File: config.mk
export PLATFORM = sky130hd
export DESIGN_NAME = pixel_packer
export DESIGN_NICKNAME = d
export VERILOG_FILES = /design/src/rtl/cam_pkg.sv /design/src/rtl/rgb565_to_rgb332.sv /design/src/rtl/pixel_packer.sv
export SDC_FILE = /design/constraint.sdc
export NUM_CORES = 1
export LEC_CHECK = 0
export BUFFER_PORTS_ARGS = -buffer_cell sky130_fd_sc_hd__buf_4
export CAP_MARGIN = 10
export CORE_MARGIN = 3
export CORE_UTILIZATION = 35
export DETAILED_ROUTE_END_ITERATION = 6
export GPL_ROUTABILITY_DRIVEN = 0
export PLACE_DENSITY_LB_ADDON = 0.12
export SLEW_MARGIN = 20
export SYNTH_ARGS = -nofsm -noshare
export SYNTH_HDL_FRONTEND = slang
export SYNTH_SLANG_ARGS = --single-unit
File: constraint.sdc
create_clock -name clk -period 2 [get_ports clk]
set_input_delay 0.1 -clock clk [delete_from_list [all_inputs] [get_ports clk]]
set_output_delay 0.1 -clock clk [all_outputs]
set_load 0.02 [all_outputs]
File: src/rtl/cam_pkg.sv
// Shared definitions for the camera capture path: frame geometry, the packer FSM
// encoding and the RGB565 field layout as seen in the big-endian byte pair.
package cam_pkg;

    // Default frame geometry (QQVGA)
    localparam int unsigned DEF_WIDTH    = 160;
    localparam int unsigned DEF_HEIGHT   = 120;
    localparam int unsigned FRAME_PIXELS = DEF_WIDTH * DEF_HEIGHT;

    // Packer FSM encoding
    typedef enum logic [2:0] {
        StIdle    = 3'd0,
        StFetchHi = 3'd1,
        StLatchHi = 3'd2,
        StFetchLo = 3'd3,
        StLatchLo = 3'd4,
        StWrite   = 3'd5,
        StDone    = 3'd6
    } pack_state_e;

    // RGB565 fields split across the byte pair {hi, lo}:
    //   hi = R[4:0] G[5:3], lo = G[2:0] B[4:0]
    localparam int unsigned HI_R_MSB = 7;
    localparam int unsigned HI_R_LSB = 3;
    localparam int unsigned HI_G_MSB = 2;
    localparam int unsigned HI_G_LSB = 0;
    localparam int unsigned LO_G_MSB = 7;
    localparam int unsigned LO_G_LSB = 5;
    localparam int unsigned LO_B_MSB = 4;
    localparam int unsigned LO_B_LSB = 0;

    // Pixels in a frame of the given geometry
    function automatic int unsigned frame_pixels(input int unsigned w, input int unsigned h);
        return w * h;
    endfunction

endpackage

File: src/rtl/rgb565_to_rgb332.sv
// Combinational RGB565 -> RGB332 reduction: keeps the top bits of each channel.
// Shared with the display path.
module rgb565_to_rgb332
    import cam_pkg::*;
(
    input  logic [7:0] hi,
    input  logic [7:0] lo,
    output logic [7:0] rgb332
);

    // R[4:2] from hi, G[5:3] from hi, B[4:3] from lo
    assign rgb332 = {hi[HI_R_MSB -: 3], hi[HI_G_MSB -: 3], lo[LO_B_MSB -: 2]};

    // Low-order channel bits are intentionally dropped
    logic unused_bits;
    assign unused_bits = ^{hi[HI_R_LSB +: 2], lo[LO_G_MSB:LO_G_LSB], lo[LO_B_MSB-2:LO_B_LSB]};

endmodule

File: src/rtl/pixel_packer.sv
// Pops RGB565 byte pairs from the capture FIFO, converts them to RGB332 and
// writes one full frame into the frame buffer per start request.
module pixel_packer
    import cam_pkg::*;
#(
    parameter int unsigned WIDTH  = DEF_WIDTH,
    parameter int unsigned HEIGHT = DEF_HEIGHT,
    parameter int unsigned ADDR_W = 15
) (
    input  logic              clk,
    input  logic              reset,
    input  logic              start,
    input  logic              fifo_empty,
    input  logic [7:0]        fifo_data,
    output logic              fifo_rd,
    output logic              fb_we,
    output logic [ADDR_W-1:0] fb_addr,
    output logic [7:0]        fb_data,
    output logic              busy,
    output logic              frame_done,
    output logic [ADDR_W-1:0] pix_count
);

    localparam int unsigned       FramePixels = frame_pixels(WIDTH, HEIGHT);
    localparam logic [ADDR_W-1:0] LastAddr    = ADDR_W'(FramePixels - 1);

    pack_state_e       state;
    logic [7:0]        hi_byte;
    logic [ADDR_W-1:0] addr;
    logic [7:0]        pixel;

    // The low byte is taken straight off fifo_data in StLatchLo
    rgb565_to_rgb332 u_conv (
        .hi     (hi_byte),
        .lo     (fifo_data),
        .rgb332 (pixel)
    );

    // Pop is decoded from the current state and live empty flag so an empty FIFO
    // is never popped and the read data lands exactly in the following latch state.
    always_comb begin
        fifo_rd = 1'b0;
        if ((state == StFetchHi || state == StFetchLo) && !fifo_empty) begin
            fifo_rd = 1'b1;
        end
    end

    // Packer FSM with registered frame-buffer and status outputs
    always_ff @(posedge clk) begin
        if (reset) begin
            state      <= StIdle;
            hi_byte    <= 8'h00;
            addr       <= '0;
            fb_we      <= 1'b0;
            fb_addr    <= '0;
            fb_data    <= 8'h00;
            busy       <= 1'b0;
            frame_done <= 1'b0;
            pix_count  <= '0;
        end else begin
            fb_we      <= 1'b0;
            frame_done <= 1'b0;
            unique case (state)
                StIdle: begin
                    if (start) begin
                        pix_count <= '0;
                        addr      <= '0;
                        busy      <= 1'b1;
                        state     <= StFetchHi;
                    end
                end
                StFetchHi: begin
                    if (!fifo_empty) begin
                        state <= StLatchHi;
                    end
                end
                StLatchHi: begin
                    hi_byte <= fifo_data;
                    state   <= StFetchLo;
                end
                StFetchLo: begin
                    // Stalling here keeps hi_byte, so pairing survives FIFO gaps
                    if (!fifo_empty) begin
                        state <= StLatchLo;
                    end
                end
                StLatchLo: begin
                    fb_data <= pixel;
                    fb_addr <= addr;
                    fb_we   <= 1'b1;
                    state   <= StWrite;
                end
                StWrite: begin
                    pix_count <= pix_count + ADDR_W'(1);
                    if (pix_count == LastAddr) begin
                        // addr is left on the last pixel; it never steps past the frame
                        busy       <= 1'b0;
                        frame_done <= 1'b1;
                        state      <= StDone;
                    end else begin
                        addr  <= addr + ADDR_W'(1);
                        state <= StFetchHi;
                    end
                end
                StDone: begin
                    state <= StIdle;
                end
                default: begin
                    state <= StIdle;
                end
            endcase
        end
    end

endmodule

==> impl_metrics.json, run 1 <==
{
  "grt_pass1_vias": 2466,
  "grt_use_total_pct": 15.46,
  "fin_crit_sh_pct": 92.50,
  "hold_path_class": "in -> reg",
  "core_mm2": 0.007888,
  "synthArstFlopShare_pct": 0,
  "dieArea_mm2": 0.009403,
  "synth_most_common_cell": "dfxtp_1",
  "ys_top_cells_by_area": "dfxtp_1 (45%), nand2_1 (7.8%), a21oi_1 (7.3%)",
  "setup_viol": 0,
  "ys.warnings.count": 0,
  "grt_pass1_wl_mm": 11.83,
  "cts_setup_buffers": 0,
  "worstSetupPathType": "reg -> reg",
  "cp_cell_sequence": "or4b_4, or4_4, a21o_1, a21oi_1",
  "ys_types": 48,
  "finalClockSkew_ps": 5.763,
  "cp.required_ps": 2280,
  "postSynthAreaPerCell_um2": 8.646,
  "path_max_fanout": 5,
  "rsz0062_at_grt": "false",
  "cts_tree": "yes",
  "clock.fmax_mhz": 540.5,
  "critPathLaunchType": "flop",
  "drv_cap": 0,
  "max-clock-path-buffers": 2,
  "area.growth.synth_to_final_pct": 26.74,
  "slew_headroom_pct": 59.28,
  "ir_drop_mv": 0.3261,
  "clk-insertion-delay-late_ps": 340,
  "finalWirelength_mm": 7.031,
  "p_leak_nw": 1.311,
  "clk_pin_slew_ps": 70,
  "ant_nets": 0,
  "status": "finished clean",
  "synthFlopType": "dfxtp_1",
  "hold_viol": 0,
  "synthSimpleGateAreaFrac_pct": 28.94,
  "end_kind": "flop",
  "synth_seq_cells": 65,
  "row_count": 32,
  "timing.setup.tns_ps": 0,
  "nFillCells": 785,
  "avgRoutedWirePerCell_um": 13.95,
  "worst_ep_arrival_time_ps": 2130,
  "antenna_cells": 0,
  "io_pins": 54,
  "synthXorXnorAreaFrac_pct": 0,
  "die_y_um": 96.97,
  "synth.area.mux_share_pct": 3.153,
  "drive_above_1_share_pct": 25.87,
  "tightest_slew_ps": 610.8,
  "syn-num-nets": 349,
  "period_minus_slack_ps": 1850,
  "synth_cells": 335,
  "p_per_area_mw_per_mm2": 669.5,
  "synth_compound_area_share_pct": 17.84,
  "synth_top_area_share_pct": 44.92,
  "fin_nets": 413,
  "fp.dieW_um": 96.97,
  "drtIter0Drc": 101,
  "syn-cell-area_mm2": 0.002897,
  "seq_area_frac_synth_pct": 44.92,
  "regArea_mm2": 0.001303,
  "grt-ovfl-total": 0,
  "total_power_mw": 2.458,
  "viasPerCell": 5.306,
  "antenna_found_initial": 0,
  "start_util_pct": 36.72,
  "drcViolationCount": 0,
  "multi_input_area_mm2": 0.001476,
  "vias": 2674,
  "hpwl_mm": 4.719,
  "synth_top_family_by_area": "simple AND/OR/NAND/NOR gates",
  "maxSlewViolCount": 0,
  "cts_sinks": 65,
  "first_pass_iters": 4,
  "yosysTopAreaCell": "dfxtp_1",
  "dp_cells": 482,
  "slowest_delay_ps": 570,
  "synth_adder_area_share_pct": 0.8639,
  "htreeDepth": 3,
  "final_cells": 504,
  "cts_made_buffers": 9,
  "slowest_stage": "or4b_4",
  "cts_root_buffer": "clkbuf_8",
  "synth_edf_count": 0,
  "grt_max_degree": 57,
  "port_buffers": 53,
  "synth_common_cells": "dfxtp_1 (65), nand2_1 (60), a21oi_1 (42), nor2_1 (19), nand3_1 (14)"
}
## registers in the layout, summed over array words and instances, names as in the netlist
signal	count
pix_count	15
frame_done	1
state	3
fb_data	8
fb_addr	15
addr	15
hi_byte	6
busy	1
fb_we	1
## placed cells by master, fill, tap and decap left out, types with 3 or more instances in the layout
cell type	Yosys	layout
a21oi_1	42	42
and3_1	3	3
nand2_1	60	60
o31ai_1	9	9
or2_2	4	4
a21oi_2	8	8
dlygate4sd3_1	0	8
nand3_1	14	13
nand3b_1	3	3
or4_1	12	12
dfxtp_1	65	64
o211ai_1	6	6
clkbuf_8	0	11
buf_4	0	65
mux2i_1	8	8
nand4_1	5	5
nor2_1	19	19
or3_1	9	9
nand2b_1	3	3
and4_1	3	3
nor3_1	4	4
## final timing paths
path	start	to	slack (ps)	depth (start not counted)
worst max-delay path	pix_count[10]	state[2]	150	4
worst min-delay path	fifo_empty	state[2]	100	4
worst max register to register	pix_count[10]	state[2]	150	4
worst min register to register	hi_byte[0]	fb_data[2]	450	2
## metal layers
layer  up-vias  wire (um)  share of wire, %  track usage (%)
met5         -          0                 0                0
met4         0        112               1.6            6.803
met3        10        277               3.9            4.831
met2        39       3364                48            23.94
met1      1270       3277                47            19.71
li1       1355          -                 -                -
## critical path: cells and delay by family, from the launching register on
kind               cells  cell delay [ps]
AOI/OAI and AO/OA      2              310
DFF                    1              340
and+or+nand+nor        2             1130
## cells by family after synthesis
group,after synthesis
AO/OA/AOI/OAI,81
adder cells (fa/ha/maj),2
buffers and inverters,23
flip-flops,65
multiplexers,9
AND/OR/NAND/NOR,155
## per-stage QoR
| stage | utilization (%) | instance area (um^2) | hold slack (ps) | setup WS (ps) |
|---|---|---|---|---|
| after floorplan | - | 2897 | 236.0 | 110.3 |
| final | 46.54 | 3671 | 95.24 | 150.0 |
| after detailed placement | 43.31 | 3416 | 342.9 | 116.8 |
| after global placement | 43.31 | 3416 | 333.8 | 181.3 |
| after global routing | 46.54 | 3671 | 83.66 | 60.44 |
| after CTS | 46.46 | 3665 | 82.02 | 101.0 |
## area by class of cell
| cell class | instances | area share [%] |
|---|---|---|
| clock buffers | 11 | 4.124 |
| multi-input cells | 247 | 40.22 |
| inverters | 2 | 0.2045 |
| clock inverters | 3 | 0.4772 |
| well taps | 102 | 3.476 |
| repair buffers | 74 | 16.02 |
| flip-flops and latches | 65 | 35.48 |
## what timing repair did
action,CTS,global route
resized for setup,0,2
endpoints found under the hold margin,8,0
hold buffers,8,0
endpoints found under the setup margin,0,5
## power breakdown
group	switching, mW	internal, mW	leakage, nW
combinational	0.0797	0.0665	0.700
sequential	0.0147	1.31	0.524
clock	0.491	0.499	0.0871
total	0.586	1.87	1.31
Note: power is estimated with default switching activity, not from simulation.
==> run 2: changes to the inputs <==
Settings changed: CORE_UTILIZATION 35 to 55.
==> run 2 against run 1 <==
  * Register-to-register slack worse by 20 ps
  * Maximum frequency down 1.3%
  * Final cell count down 8.1%
  * Highest routed layer unchanged
  * Clock power is essentially flat
  * Critical endpoint unchanged
  * Sequential cell count stayed put
  * Power is 0.79% higher
  * Wire length decreased by 8.5%
==> impl_metrics.json, run 2 (same netlist as run 1, synthesis figures left out) <==
{
  "period_minus_slack_ps": 1874,
  "antenna_found_initial": 0,
  "tightest_slew_ps": 579.1,
  "drcViolationCount": 0,
  "cp.required_ps": 2260,
  "clk-insertion-delay-late_ps": 330,
  "path_max_fanout": 5,
  "antenna_cells": 0,
  "drv_cap": 0,
  "wl_met2_mm": 3.201,
  "first_pass_iters": 4,
  "grt_pass1_wl_mm": 11.18,
  "grt_pass1_vias": 2511,
  "max-clock-path-buffers": 2,
  "clock.fmax_mhz": 533.7,
  "htreeDepth": 3,
  "clk_pin_slew_ps": 70,
  "start_util_pct": 58.98,
  "drive_above_1_share_pct": 25.76,
  "rsz0062_at_grt": "false",
  "area.growth.synth_to_final_pct": 24.15,
  "ff2ff_path_depth": 4,
  "place_area_mm2": 0.003362,
  "grt_max_degree": 57,
  "slowest_stage": "or4b_4",
  "regArea_mm2": 0.001303,
  "hold_path_class": "in -> reg",
  "multi_input_area_mm2": 0.001483,
  "maxSlewViolCount": 0,
  "grt-ovfl-total": 0,
  "setup_viol": 0,
  "p_per_area_mw_per_mm2": 688.9,
  "finalClockSkew_ps": 7.373,
  "top_layer": "met4",
  "p_leak_nw": 1.289,
  "nFillCells": 405,
  "hpwl_mm": 4.285,
  "ant_nets": 0,
  "whs_path_depth": 3,
  "core_mm2": 0.004911,
  "row_count": 25,
  "critPathLaunchType": "flop",
  "slowest_delay_ps": 590,
  "layout_commonest_cell": "dfxtp_1",
  "viasPerCell": 5.695,
  "io_pins": 54,
  "port_buffers": 53,
  "cts_setup_buffers": 0,
  "ir_drop_mv": 0.4440,
  "dieArea_mm2": 0.006173,
  "fp.dieW_um": 78.57,
  "wl_met3_um": 243,
  "cts_root_buffer": "clkbuf_8",
  "finalWirelength_mm": 6.430,
  "mostFrequentLayoutCells": "dfxtp_1 (64), buf_4 (61), nand2_1 (60)",
  "cp_cell_sequence": "or4b_4, or4_4, a21o_1, a21oi_1",
  "status": "finished clean",
  "vias": 2637,
  "hold_viol": 0,
  "total_power_mw": 2.477,
  "worstSetupPathType": "reg -> reg",
  "drtIter0Drc": 170,
  "whs_ps": 7.197,
  "cts_sinks": 65,
  "wl_met1_mm": 2.885,
  "avgRoutedWirePerCell_um": 13.89,
  "cts_made_buffers": 9,
  "grt_use_total_pct": 22.39,
  "timing.setup.tns_ps": 0,
  "die_y_um": 78.57,
  "fin_crit_sh_pct": 93.68,
  "final_area_mm2": 0.003596,
  "end_kind": "flop",
  "top_regs": "addr: 15 flops, fb_addr: 15 flops, pix_count: 15 flops",
  "worst_ep_arrival_time_ps": 2140,
  "cts_tree": "yes",
  "fin_nets": 406,
  "slew_headroom_pct": 61.39
}
==> run 2: area by class of cell <==
type	instances	share of cell area [%]
inverters	2	0.2088
multi-input cells	247	41.23
well taps	67	2.331
flip-flops and latches	65	36.22
repair buffers	67	14.96
clock buffers	13	4.697
clock inverters	2	0.3479
==> run 2: per-layer routing <==
metal  GRT usage [%]  vias up
met5               0        -
met4           10.31        0
met3           4.014        9
li1                -     1335
met1           27.12     1238
met2           38.37       55
==> run 2: critical path, delay by kind of cell, from the launching register on <==
kind	cells	cell delay (ps)
and+or+nand+nor	2	1150
DFF	1	350
AOI/OAI and AO/OA	2	310
==> run 2: through the flow <==
stage                     utilization, %  worst slack (ps)  std cells
after global routing               73.22             43.44        463
final                              73.22             126.3        463
after global placement             68.46             190.2        444
after floorplan                        -             110.3        335
after CTS                          72.97             136.2        463
after detailed placement           68.46             155.0        444
==> run 2: report_power, final <==
group	total, mW	internal (mW)	switching [mW]
Sequential	1.32	1.31	0.0144
Clock	1.02	0.543	0.472
Combinational	0.141	0.0636	0.0770
Total	2.48	1.91	0.563
==> run 2: path summary, 6_finish.rpt <==
path,start,end,slack [ps]
worst max register to register,pix_count[10],state[2],130
worst min register to register,fb_data[5],fb_data[5],450
worst min-delay path,fifo_data[0],hi_byte[0],7
worst max-delay path,pix_count[10],state[2],130
==> run 2: timing repair <==
action / in CTS / in global routing
hold buffers: 4 / 0
hold endpoints to repair: 4 / 0
gates resized for setup: 0 / 3
setup endpoints to repair: 0 / 5
==> run 3: changes to the inputs <==
Settings changed: CORE_UTILIZATION 55 to 40.
==> run 3 against run 2 <==
  * Die area rose by 34%
  * Largest cell class unchanged
  * Utilization down 20 points
  * Final cell count rose by 7.8%
==> impl_metrics.json, run 3 (same netlist as run 1, synthesis figures left out) <==
{
  "status": "finished clean",
  "htreeDepth": 3,
  "first_pass_iters": 4,
  "row_count": 30,
  "slew_headroom_pct": 60.55,
  "critical_path.top_delay_family": "simple AND/OR/NAND/NOR gates",
  "cts_made_buffers": 9,
  "finalWirelength_mm": 6.871,
  "critPathLaunchType": "flop",
  "setup_viol": 0,
  "clkPwrFrac_pct": 41.1,
  "ant_nets": 0,
  "p_seq_share_pct": 52.7,
  "tightest_slew_ps": 591.8,
  "combPwrFrac_pct": 6.2,
  "nFillCells": 701,
  "dp_slack_ps": 141.0,
  "rsz0062_at_grt": "false",
  "max-clock-path-buffers": 2,
  "multi_input_area_mm2": 0.001471,
  "fin_crit_sh_pct": 93.17,
  "p_leak_nw": 1.329,
  "worstReg2RegEnd": "state[2]",
  "mostFrequentLayoutCells": "dfxtp_1 (65), buf_4 (64), nand2_1 (60)",
  "p_per_area_mw_per_mm2": 679.1,
  "cp.required_ps": 2270,
  "cts_resized": 0,
  "grt_use_total_pct": 17.51,
  "clk-insertion-delay-late_ps": 350,
  "avgRoutedWirePerCell_um": 13.77,
  "hold_viol": 0,
  "grt_pass1_wl_mm": 11.87,
  "finalClockSkew_ps": 6.087,
  "hold_start": "fifo_empty",
  "clk_pin_slew_ps": 60,
  "p_int_mw": 1.915,
  "fp.dieW_um": 91.10,
  "ir_drop_mv": 0.2992,
  "crit_buf_inv": 0,
  "r2r_setup_slack_ps": 140,
  "regArea_mm2": 0.001301,
  "io_pins": 54,
  "netSwitchingFraction_pct": 23.38,
  "antenna_cells": 0,
  "fin_nets": 413,
  "hpwl_mm": 4.561,
  "p_sw_mw": 0.5843,
  "top_regs": "addr: 15 flops, fb_addr: 15 flops, pix_count: 15 flops",
  "grt_pass1_vias": 2524,
  "drive_above_1_share_pct": 25.56,
  "end_kind": "flop",
  "core_mm2": 0.006907,
  "slowest_stage": "or4_4",
  "vias": 2663,
  "cts_setup_buffers": 0,
  "timing.setup.tns_ps": 0,
  "worstSetupPathType": "reg -> reg",
  "hold_path_class": "in -> reg",
  "ff2ff_path_depth": 5,
  "cts_tree": "yes",
  "period_minus_slack_ps": 1863,
  "area.growth.synth_to_final_pct": 27.08,
  "drv_cap": 0,
  "fin_ws_ps": 136.5,
  "holdPathEnd": "state[1]",
  "viasPerCell": 5.337,
  "r2r_start": "pix_count[0]",
  "grt_max_degree": 57,
  "cts_root_buffer": "clkbuf_8",
  "layout_commonest_cell": "dfxtp_1",
  "drtIter0Drc": 70,
  "maxSlewViolCount": 0,
  "cts_sinks": 65,
  "port_buffers": 53,
  "whs_path_depth": 4,
  "clock.fmax_mhz": 536.6,
  "antenna_found_initial": 0,
  "slowest_delay_ps": 580,
  "worst_ep_arrival_time_ps": 2140,
  "drcViolationCount": 0,
  "cp_cell_sequence": "ha_1, nand3_1, or4_4, a21o_1, a21oi_1",
  "die_y_um": 91.10,
  "start_util_pct": 41.94,
  "dieArea_mm2": 0.008298,
  "grt-ovfl-total": 0,
  "path_max_fanout": 6
}
-- run 3: cell count changes in the layout (fill, tap and decap cells not counted), sizes merged --
cell,previous run,this run
buf,63,66
clkbuf,13,12
clkinv,1,3
clkinvlp,1,0
dlygate4sd3,4,8
-- run 3: tightest hold or removal path: cells and delay by family --
kind            cells  cell delay, ps
compound gates      2             180
buf+inv             1              80
simple gates        1              30
-- run 3: worst max-delay path by stage --
| stage | cells past startpoint | slack (ps) | startpoint | endpoint |
|---|---|---|---|---|
| after detailed placement | 4 | 140 | pix_count[10] | state[2] |
| after global placement | 4 | 180 | pix_count[10] | state[2] |
| final | 5 | 140 | pix_count[0] | state[2] |
| after CTS | 4 | 120 | pix_count[10] | state[2] |
| after global routing | 5 | 9 | pix_count[0] | state[2] |
| after floorplan | 6 | 110 | pix_count[12] | addr[1] |
-- run 3: stage by stage --
| stage | power [mW] | area [um^2] | hold WS [ps] | util (%) | std cells |
|---|---|---|---|---|---|
| finish | 2.500 | 3681 | 103.7 | 53.30 | 499 |
| floorplan | 1.431 | 2897 | 236.0 | - | 335 |
| global route | 2.600 | 3681 | 133.3 | 53.30 | 499 |
| detailed placement | 1.491 | 3421 | 342.7 | 49.53 | 476 |
| CTS | 2.531 | 3681 | 95.49 | 53.30 | 499 |
| global placement | 1.489 | 3421 | 333.9 | 49.53 | 476 |
-- run 3: cell type report --
type,count,share of cell area [%]
clock buffers,12,4.487
flip-flops and latches,65,35.35
repair buffers,74,16.32
multi-input cells,247,39.97
well taps,96,3.263
clock inverters,3,0.4079
inverters,2,0.2039
-- run 3: power groups by stage --
stage                     clock (mW)  sequential, mW  combinational (mW)
after floorplan                    0            1.35              0.0840
after global placement             0            1.35               0.142
after detailed placement           0            1.35               0.143
after CTS                       1.06            1.32               0.156
after global routing            1.11            1.32               0.170
final                           1.03            1.32               0.154
-- run 3: what timing repair did --
item,4_1_cts,5_1_grt
endpoints found under the setup margin,0,0
hold endpoints to repair,8,0
hold buffers,8,0
-- run 3: layer usage --
layer | vias to the layer above | global-route usage (%) | part of all wire [%]
met1 | 1256 | 21.67 | 44
met2 | 54 | 29.43 | 51
met4 | 0 | 8.668 | 2.1
met5 | - | 0 | 0
met3 | 12 | 2.817 | 3.1
li1 | 1341 | - | -
